--- config.mk ---
export PLATFORM = sky130hd
export DESIGN_NAME = hazard_forward_unit
export DESIGN_NICKNAME = d
export VERILOG_FILES = /design/src/rtl/hazard_forward_unit_pkg.sv /design/src/rtl/hazard_forward_unit_slot_pipe.sv /design/src/rtl/hazard_forward_unit.sv
export SDC_FILE = /design/constraint.sdc
export NUM_CORES = 1
export LEC_CHECK = 0
export CAP_MARGIN = 25
export CORE_MARGIN = 2
export CORE_UTILIZATION = 52
export DETAILED_ROUTE_END_ITERATION = 10
export GPL_ROUTABILITY_DRIVEN = 1
export PLACE_DENSITY = 0.89
export SLEW_MARGIN = 20
export SYNTH_ARGS = -nofsm -noshare
export SYNTH_HDL_FRONTEND = slang
export SYNTH_SLANG_ARGS = --single-unit
--- constraint.sdc ---
create_clock -name CLK -period 3.35 [get_ports CLK]
set_clock_uncertainty 0.15 [all_clocks]
set_input_delay 0.8375 -clock CLK [delete_from_list [all_inputs] [get_ports CLK]]
set_output_delay 0.8375 -clock CLK [all_outputs]
set_load 0.01 [all_outputs]
--- src/rtl/hazard_forward_unit_pkg.sv ---
`default_nettype none
//==============================================================================
// Module   : hazard_forward_unit_pkg
// Brief    : Forward-select encodings, shadow-slot type and slot-match helper.
// Revision : 1.0
//==============================================================================
package hazard_forward_unit_pkg;

    // Slots carry the widest supported specifier; narrower ones are zero-extended.
    localparam int c_slot_rd_w = 8;

    localparam logic [1:0] FWD_IDEX   = 2'b00;
    localparam logic [1:0] FWD_EXMEM  = 2'b01;
    localparam logic [1:0] FWD_MEMWB  = 2'b10;
    localparam logic [1:0] FWD_WBLATE = 2'b11;

    typedef struct packed {
        logic                   valid;
        logic [c_slot_rd_w-1:0] rd;
        logic                   regwrite;
        logic                   isload;
    } slot_t;

    function automatic logic slot_match(input slot_t s, input logic [c_slot_rd_w-1:0] src);
        return s.valid && s.regwrite && (s.rd == src) && (s.rd != '0);
    endfunction

endpackage
`default_nettype wire

--- src/rtl/hazard_forward_unit_slot_pipe.sv ---
`default_nettype none
//==============================================================================
// Module   : hazard_slot_pipe
// Brief    : Shadow-slot shift chain E->M->W(->X) with bubble insert into E.
//            Slot X exists only when HAZARD_WB_BYPASS_EN is defined.
// Revision : 1.0
//==============================================================================
module hazard_slot_pipe
    import hazard_forward_unit_pkg::*;
(
    input  logic  clk,
    input  logic  rst,
    input  logic  i_bubble,
    input  slot_t i_slot,
    output slot_t o_slot_e,
    output slot_t o_slot_m,
    output slot_t o_slot_w
`ifdef HAZARD_WB_BYPASS_EN
    ,
    output slot_t o_slot_x
`endif
);

    slot_t r_slot_e;
    slot_t r_slot_m;
    slot_t r_slot_w;

    always_ff @(posedge clk) begin
        if (rst) begin
            r_slot_e <= '0;
            r_slot_m <= '0;
            r_slot_w <= '0;
        end else begin
            r_slot_e <= i_bubble ? '0 : i_slot;
            r_slot_m <= r_slot_e;
            r_slot_w <= r_slot_m;
        end
    end

`ifdef HAZARD_WB_BYPASS_EN
    slot_t r_slot_x;

    always_ff @(posedge clk) begin
        if (rst) begin
            r_slot_x <= '0;
        end else begin
            r_slot_x <= r_slot_w;
        end
    end

    assign o_slot_x = r_slot_x;
`endif

    assign o_slot_e = r_slot_e;
    assign o_slot_m = r_slot_m;
    assign o_slot_w = r_slot_w;

endmodule
`default_nettype wire

--- src/rtl/hazard_forward_unit.sv ---
`default_nettype none
//==============================================================================
// Module   : hazard_forward_unit
// Brief    : EX operand forwarding selects, load-use stall, ID/EX flush and a
//            saturating stall counter. HAZARD_WB_BYPASS_EN adds a late bypass.
// Revision : 1.0
//==============================================================================
module hazard_forward_unit
    import hazard_forward_unit_pkg::*;
#(
    parameter int REG_ADDR_W = 5,
    parameter int CNT_W      = 32
) (
    input  logic                  CLK,
    input  logic                  RST,
    input  logic                  IDValid,
    input  logic [REG_ADDR_W-1:0] IDrs1,
    input  logic [REG_ADDR_W-1:0] IDrs2,
    input  logic                  IDUsesRs1,
    input  logic                  IDUsesRs2,
    input  logic [REG_ADDR_W-1:0] IDrd,
    input  logic                  IDRegWrite,
    input  logic                  IDIsLoad,
    input  logic [REG_ADDR_W-1:0] IDEXrs1,
    input  logic [REG_ADDR_W-1:0] IDEXrs2,
    input  logic                  BranchFlush,
    output logic [1:0]            ForwardA,
    output logic [1:0]            ForwardB,
    output logic                  Stall,
    output logic                  IDEXFlush,
    output logic [CNT_W-1:0]      StallCount
);

    slot_t                  w_id_slot;
    slot_t                  w_slot_e;
    slot_t                  w_slot_m;
    slot_t                  w_slot_w;
    logic [c_slot_rd_w-1:0] w_idrs1;
    logic [c_slot_rd_w-1:0] w_idrs2;
    logic [c_slot_rd_w-1:0] w_exrs1;
    logic [c_slot_rd_w-1:0] w_exrs2;
    logic [1:0]             w_fwd_a;
    logic [1:0]             w_fwd_b;
    logic                   w_load_use;
    logic                   w_stall;
    logic                   w_bubble;
    logic [CNT_W-1:0]       r_stall_cnt;

`ifdef HAZARD_WB_BYPASS_EN
    slot_t                  w_slot_x;
`endif

    always_comb begin
        w_idrs1   = '0;
        w_idrs2   = '0;
        w_exrs1   = '0;
        w_exrs2   = '0;
        w_id_slot = '0;
        w_idrs1[REG_ADDR_W-1:0]      = IDrs1;
        w_idrs2[REG_ADDR_W-1:0]      = IDrs2;
        w_exrs1[REG_ADDR_W-1:0]      = IDEXrs1;
        w_exrs2[REG_ADDR_W-1:0]      = IDEXrs2;
        w_id_slot.valid              = IDValid;
        w_id_slot.rd[REG_ADDR_W-1:0] = IDrd;
        w_id_slot.regwrite           = IDRegWrite;
        w_id_slot.isload             = IDIsLoad;
    end

    hazard_slot_pipe u_slot_pipe (
        .clk      (CLK),
        .rst      (RST),
        .i_bubble (w_bubble),
        .i_slot   (w_id_slot),
        .o_slot_e (w_slot_e),
        .o_slot_m (w_slot_m),
        .o_slot_w (w_slot_w)
`ifdef HAZARD_WB_BYPASS_EN
        ,
        .o_slot_x (w_slot_x)
`endif
    );

    // Later assignments override earlier ones, so the youngest match wins.
    always_comb begin
        w_fwd_a = FWD_IDEX;
        w_fwd_b = FWD_IDEX;
`ifdef HAZARD_WB_BYPASS_EN
        if (slot_match(w_slot_x, w_exrs1)) w_fwd_a = FWD_WBLATE;
        if (slot_match(w_slot_x, w_exrs2)) w_fwd_b = FWD_WBLATE;
`endif
        if (slot_match(w_slot_w, w_exrs1)) w_fwd_a = FWD_MEMWB;
        if (slot_match(w_slot_w, w_exrs2)) w_fwd_b = FWD_MEMWB;
        if (slot_match(w_slot_m, w_exrs1)) w_fwd_a = FWD_EXMEM;
        if (slot_match(w_slot_m, w_exrs2)) w_fwd_b = FWD_EXMEM;
    end

    always_comb begin
        w_load_use = IDValid && w_slot_e.isload &&
                     ((IDUsesRs1 && slot_match(w_slot_e, w_idrs1)) ||
                      (IDUsesRs2 && slot_match(w_slot_e, w_idrs2)));
        w_stall    = w_load_use && !BranchFlush;
        w_bubble   = w_stall || BranchFlush;
    end

    always_ff @(posedge CLK) begin
        if (RST) begin
            r_stall_cnt <= '0;
        end else if (w_stall && (r_stall_cnt != '1)) begin
            r_stall_cnt <= r_stall_cnt + CNT_W'(1);
        end
    end

    assign ForwardA   = w_fwd_a;
    assign ForwardB   = w_fwd_b;
    assign Stall      = w_stall;
    assign IDEXFlush  = w_bubble;
    assign StallCount = r_stall_cnt;

    // Only slot E's load flag matters; older slots' flags ride along unread.
`ifdef HAZARD_WB_BYPASS_EN
    logic w_unused;
    assign w_unused = w_slot_m.isload ^ w_slot_w.isload ^ w_slot_x.isload;
`else
    logic w_unused;
    assign w_unused = w_slot_m.isload ^ w_slot_w.isload;
`endif

endmodule
`default_nettype wire

==> results by group <==
Routing
  – First-pass iteration count of the detailed router: 5
  – Via count: 2674
  – Routed Antenna Nets: 0
  – Post-DR wirelength/cell: 15.8 um
  – Vias per cell: 5.81
  – Initial drt markers: 207
  – Residual DRC: 0
  – Final WL: 7.28 mm

STA
  – Fmax: 0.300 GHz
  – Tmin final: 3.33 ns
  – Worst-Margin Slew: 0.686 ns
  – Endpoints failing hold: 0
  – Slew Limit Fails: 0
  – Endpoints failing setup: 0
  – Relative slew slack: 0.538
  – Final worst slack: 0.0206 ns
  – Final period util: 0.994

Power and ir drop
  – Final total power: 1.29 mW
  – Int Power: 1.03 mW
  – Power Dens Cells: 346 nW/um^2
  – Gate power share: 0.084
  – Part of the power in registers: 0.511
  – Peak VDD IR: 0.220 mV
  – Switching Fraction: 0.198
  – Leakage: 1.26 nW
  – Clock share of power: 0.405
  – P_sw: 0.254 mW

Critical path
  – Crit. End Element: primary output
  – Reg2Reg Depth: 7
  – Crit path max fanout: 2
  – WP data required: 2.36 ns
  – R2r endpoint: StallCount[28]
  – Crit start category: input port
  – FF-to-FF setup slack: 0.86 ns
  – RR Startpoint: StallCount[0]
  – Critical path arrival: 2.34 ns
  – Critical setup path kind: input port to primary output

Finish
  – Inserted Diodes: 0
  – Most common cell after layout, fill and taps aside: clkdlybuf4s50_1
  – NumNets Final: 423
  – Layout cells sized above 1: 0.0949
  – Fillers: 375
  – Most frequent cells in the layout: clkdlybuf4s50_1 (62), dfxtp_1 (54), a21oi_1 (30)
  – Area Growth Syn to Fin: 39.7%

Min path
  – Hold crit path type: register to register
  – Hold Path Depth: 1
  – Hold endpoint: u_slot_pipe.o_slot_m[10]
  – Worst hold start: u_slot_pipe.o_slot_e[10]

Global routing
  – Vias in the first global route: 2449
  – Largest net degree at the start of global routing: 62
  – Grt ovf: 0
  – Initial antenna violation count: 0
  – Tot GR Track Use: 0.257
  – First-pass GRT wire length: 11.3 mm

Die
  – Total core area: 5010 um^2
  – Starting density of the core: 0.530
  – # IOs: 71
  – Site row count: 26
  – Die width: 75.5 um
  – Die Y: 75.5 um
  – Die area: 5700 um^2

Yosys
  – Area contributors post-synth: dfxtp_1 (41%), a21oi_1 (5.7%), or3_1 (5.4%)
  – Synth async-reset ratio: 0
  – Synth Register Bits: 54
  – Syn Std Cell Area: 2660 um^2
  – Area leader, netlist: dfxtp_1
  – Post-synth EDFFs: 0
  – Area share of the largest cell type after synthesis: 0.407
  – Top_reg_cell synth: dfxtp_1
  – Synth cell types: 34
  – Synth warn: 0
  – Post-synthesis net count: 346
  – Synthesized area per cell: 8.51 um^2
  – Synth Instances: 312
  – Sequential share of the synthesized area: 0.407

CTS
  – CTS H-tree depth: 2
  – TritonCTS Buffers: 5
  – CTS root buffer: clkbuf_8
  – Worst-path clk slew: 0.09 ns
  – Post-CTS Setup Bufs: 0
  – CTS tree: done
  – # hold bufs at CTS: 0
  – Clock Path Buffers: 2
  – TritonCTS Sinks: 54
  – Clock latency at the later pin of the worst-skew pair: 0.30 ns

Status
  – Run status: finished, final reports clean

Placement
  – GP Congestion: 0.868
  – DP HPWL: 4.91 mm
  – # port buffers: 70
  – Pre-CTS worst setup slack: -0.404 ns

Job
  – Max-cap violation count: 0
-- worst max-delay path: stages --
cell and delay (ns):
clkdlybuf4s50_1 0.46, xor2_1 0.18, or4_4 0.54, nor4_4 0.15, buf_2 0.17
-- per-layer routing --
layer / track usage / part of all wire / wire [um]
met1: 0.326 / 0.42 / 3030
met2: 0.449 / 0.51 / 3710
met3: 0.0542 / 0.064 / 467
met4: 0.0565 / 0.010 / 73
met5: 0 / 0 / 0
-- worst max-delay path by stage --
| stage | endpoint | slack (ns) | startpoint |
|---|---|---|---|
| 2_1_floorplan | ForwardA[1] | 0.54 | IDEXrs1[4] |
| 5_1_grt | ForwardA[0] | -0.03 | IDEXrs1[4] |
| 6_report | ForwardA[1] | 0.02 | IDEXrs1[4] |
| 3_5_place_dp | ForwardA[1] | -0.40 | IDEXrs1[4] |
| 3_3_place_gp | ForwardB[1] | -0.34 | IDEXrs2[4] |
| 4_1_cts | ForwardA[0] | 0.02 | IDEXrs1[4] |
-- cell families after synthesis --
| family | Yosys count | synth area share |
|---|---|---|
| muxes | 3 | 0.0127 |
| adders and majority gates | 1 | 0.00471 |
| DFF | 54 | 0.407 |
| and+or+nand+nor | 148 | 0.330 |
| buffers and inverters | 13 | 0.0188 |
| xor gates and xnor gates | 30 | 0.0989 |
| AOI/OAI and AO/OA | 63 | 0.128 |
-- power by group through the flow --
stage | Sequential (mW) | Combinational, mW | Clock (mW)
after floorplan | 0.669 | 0.0396 | 0
after global placement | 0.672 | 0.0950 | 0
after detailed placement | 0.672 | 0.0996 | 0
after CTS | 0.657 | 0.102 | 0.524
after global routing | 0.658 | 0.115 | 0.553
final | 0.657 | 0.108 | 0.521
-- metrics by stage --
step / TNS (ns) / utilization / cells / hold WS (ns) / area, um^2
finish: 0 / 0.741 / 460 / 0.320 / 3710
detailed placement: -1.83 / 0.699 / 452 / 0.312 / 3500
CTS: 0 / 0.730 / 460 / 0.325 / 3650
global placement: -1.34 / 0.699 / 452 / 0.300 / 3500
global route: -0.0355 / 0.741 / 460 / 0.351 / 3710
floorplan: 0 / - / 312 / 0.288 / 2660
-- layout make-up --
class,instances,area [um^2],area share
Clock buffer,6,82.6,0.0223
Clock inverter,2,60.1,0.0162
Inverter,1,3.75,0.00101
Multi-Input combinational cell,245,1600,0.431
Sequential cell,54,1080,0.291
Tap cell,70,87.6,0.0236
Timing Repair Buffer,82,797,0.215
-- sequential cells by signal, summed over array words and instances (netlist names) --
register	flops
u_slot_pipe.o_slot_m	7
u_slot_pipe.o_slot_e	8
StallCount	32
u_slot_pipe.o_slot_w	7
-- synthesized netlist by cell type, types with 3 or more instances --
library cell	number
a21oi_1	30
and2_1	10
and3_1	6
clkbuf_1	10
dfxtp_1	54
mux2_2	3
nand2_1	20
nand3_1	14
nand4_1	16
nor2_1	13
nor2b_1	17
nor4_1	9
o21ai_0	23
o31ai_1	5
or3_1	23
or4_1	9
xnor2_1	16
xor2_1	14
-- repair_timing --
item                       in CTS  in global routing
setup endpoints to repair       6                  4
pin swaps                       1                  3
gates resized for setup        18                 11
Note: power is estimated with default switching activity, not from simulation.
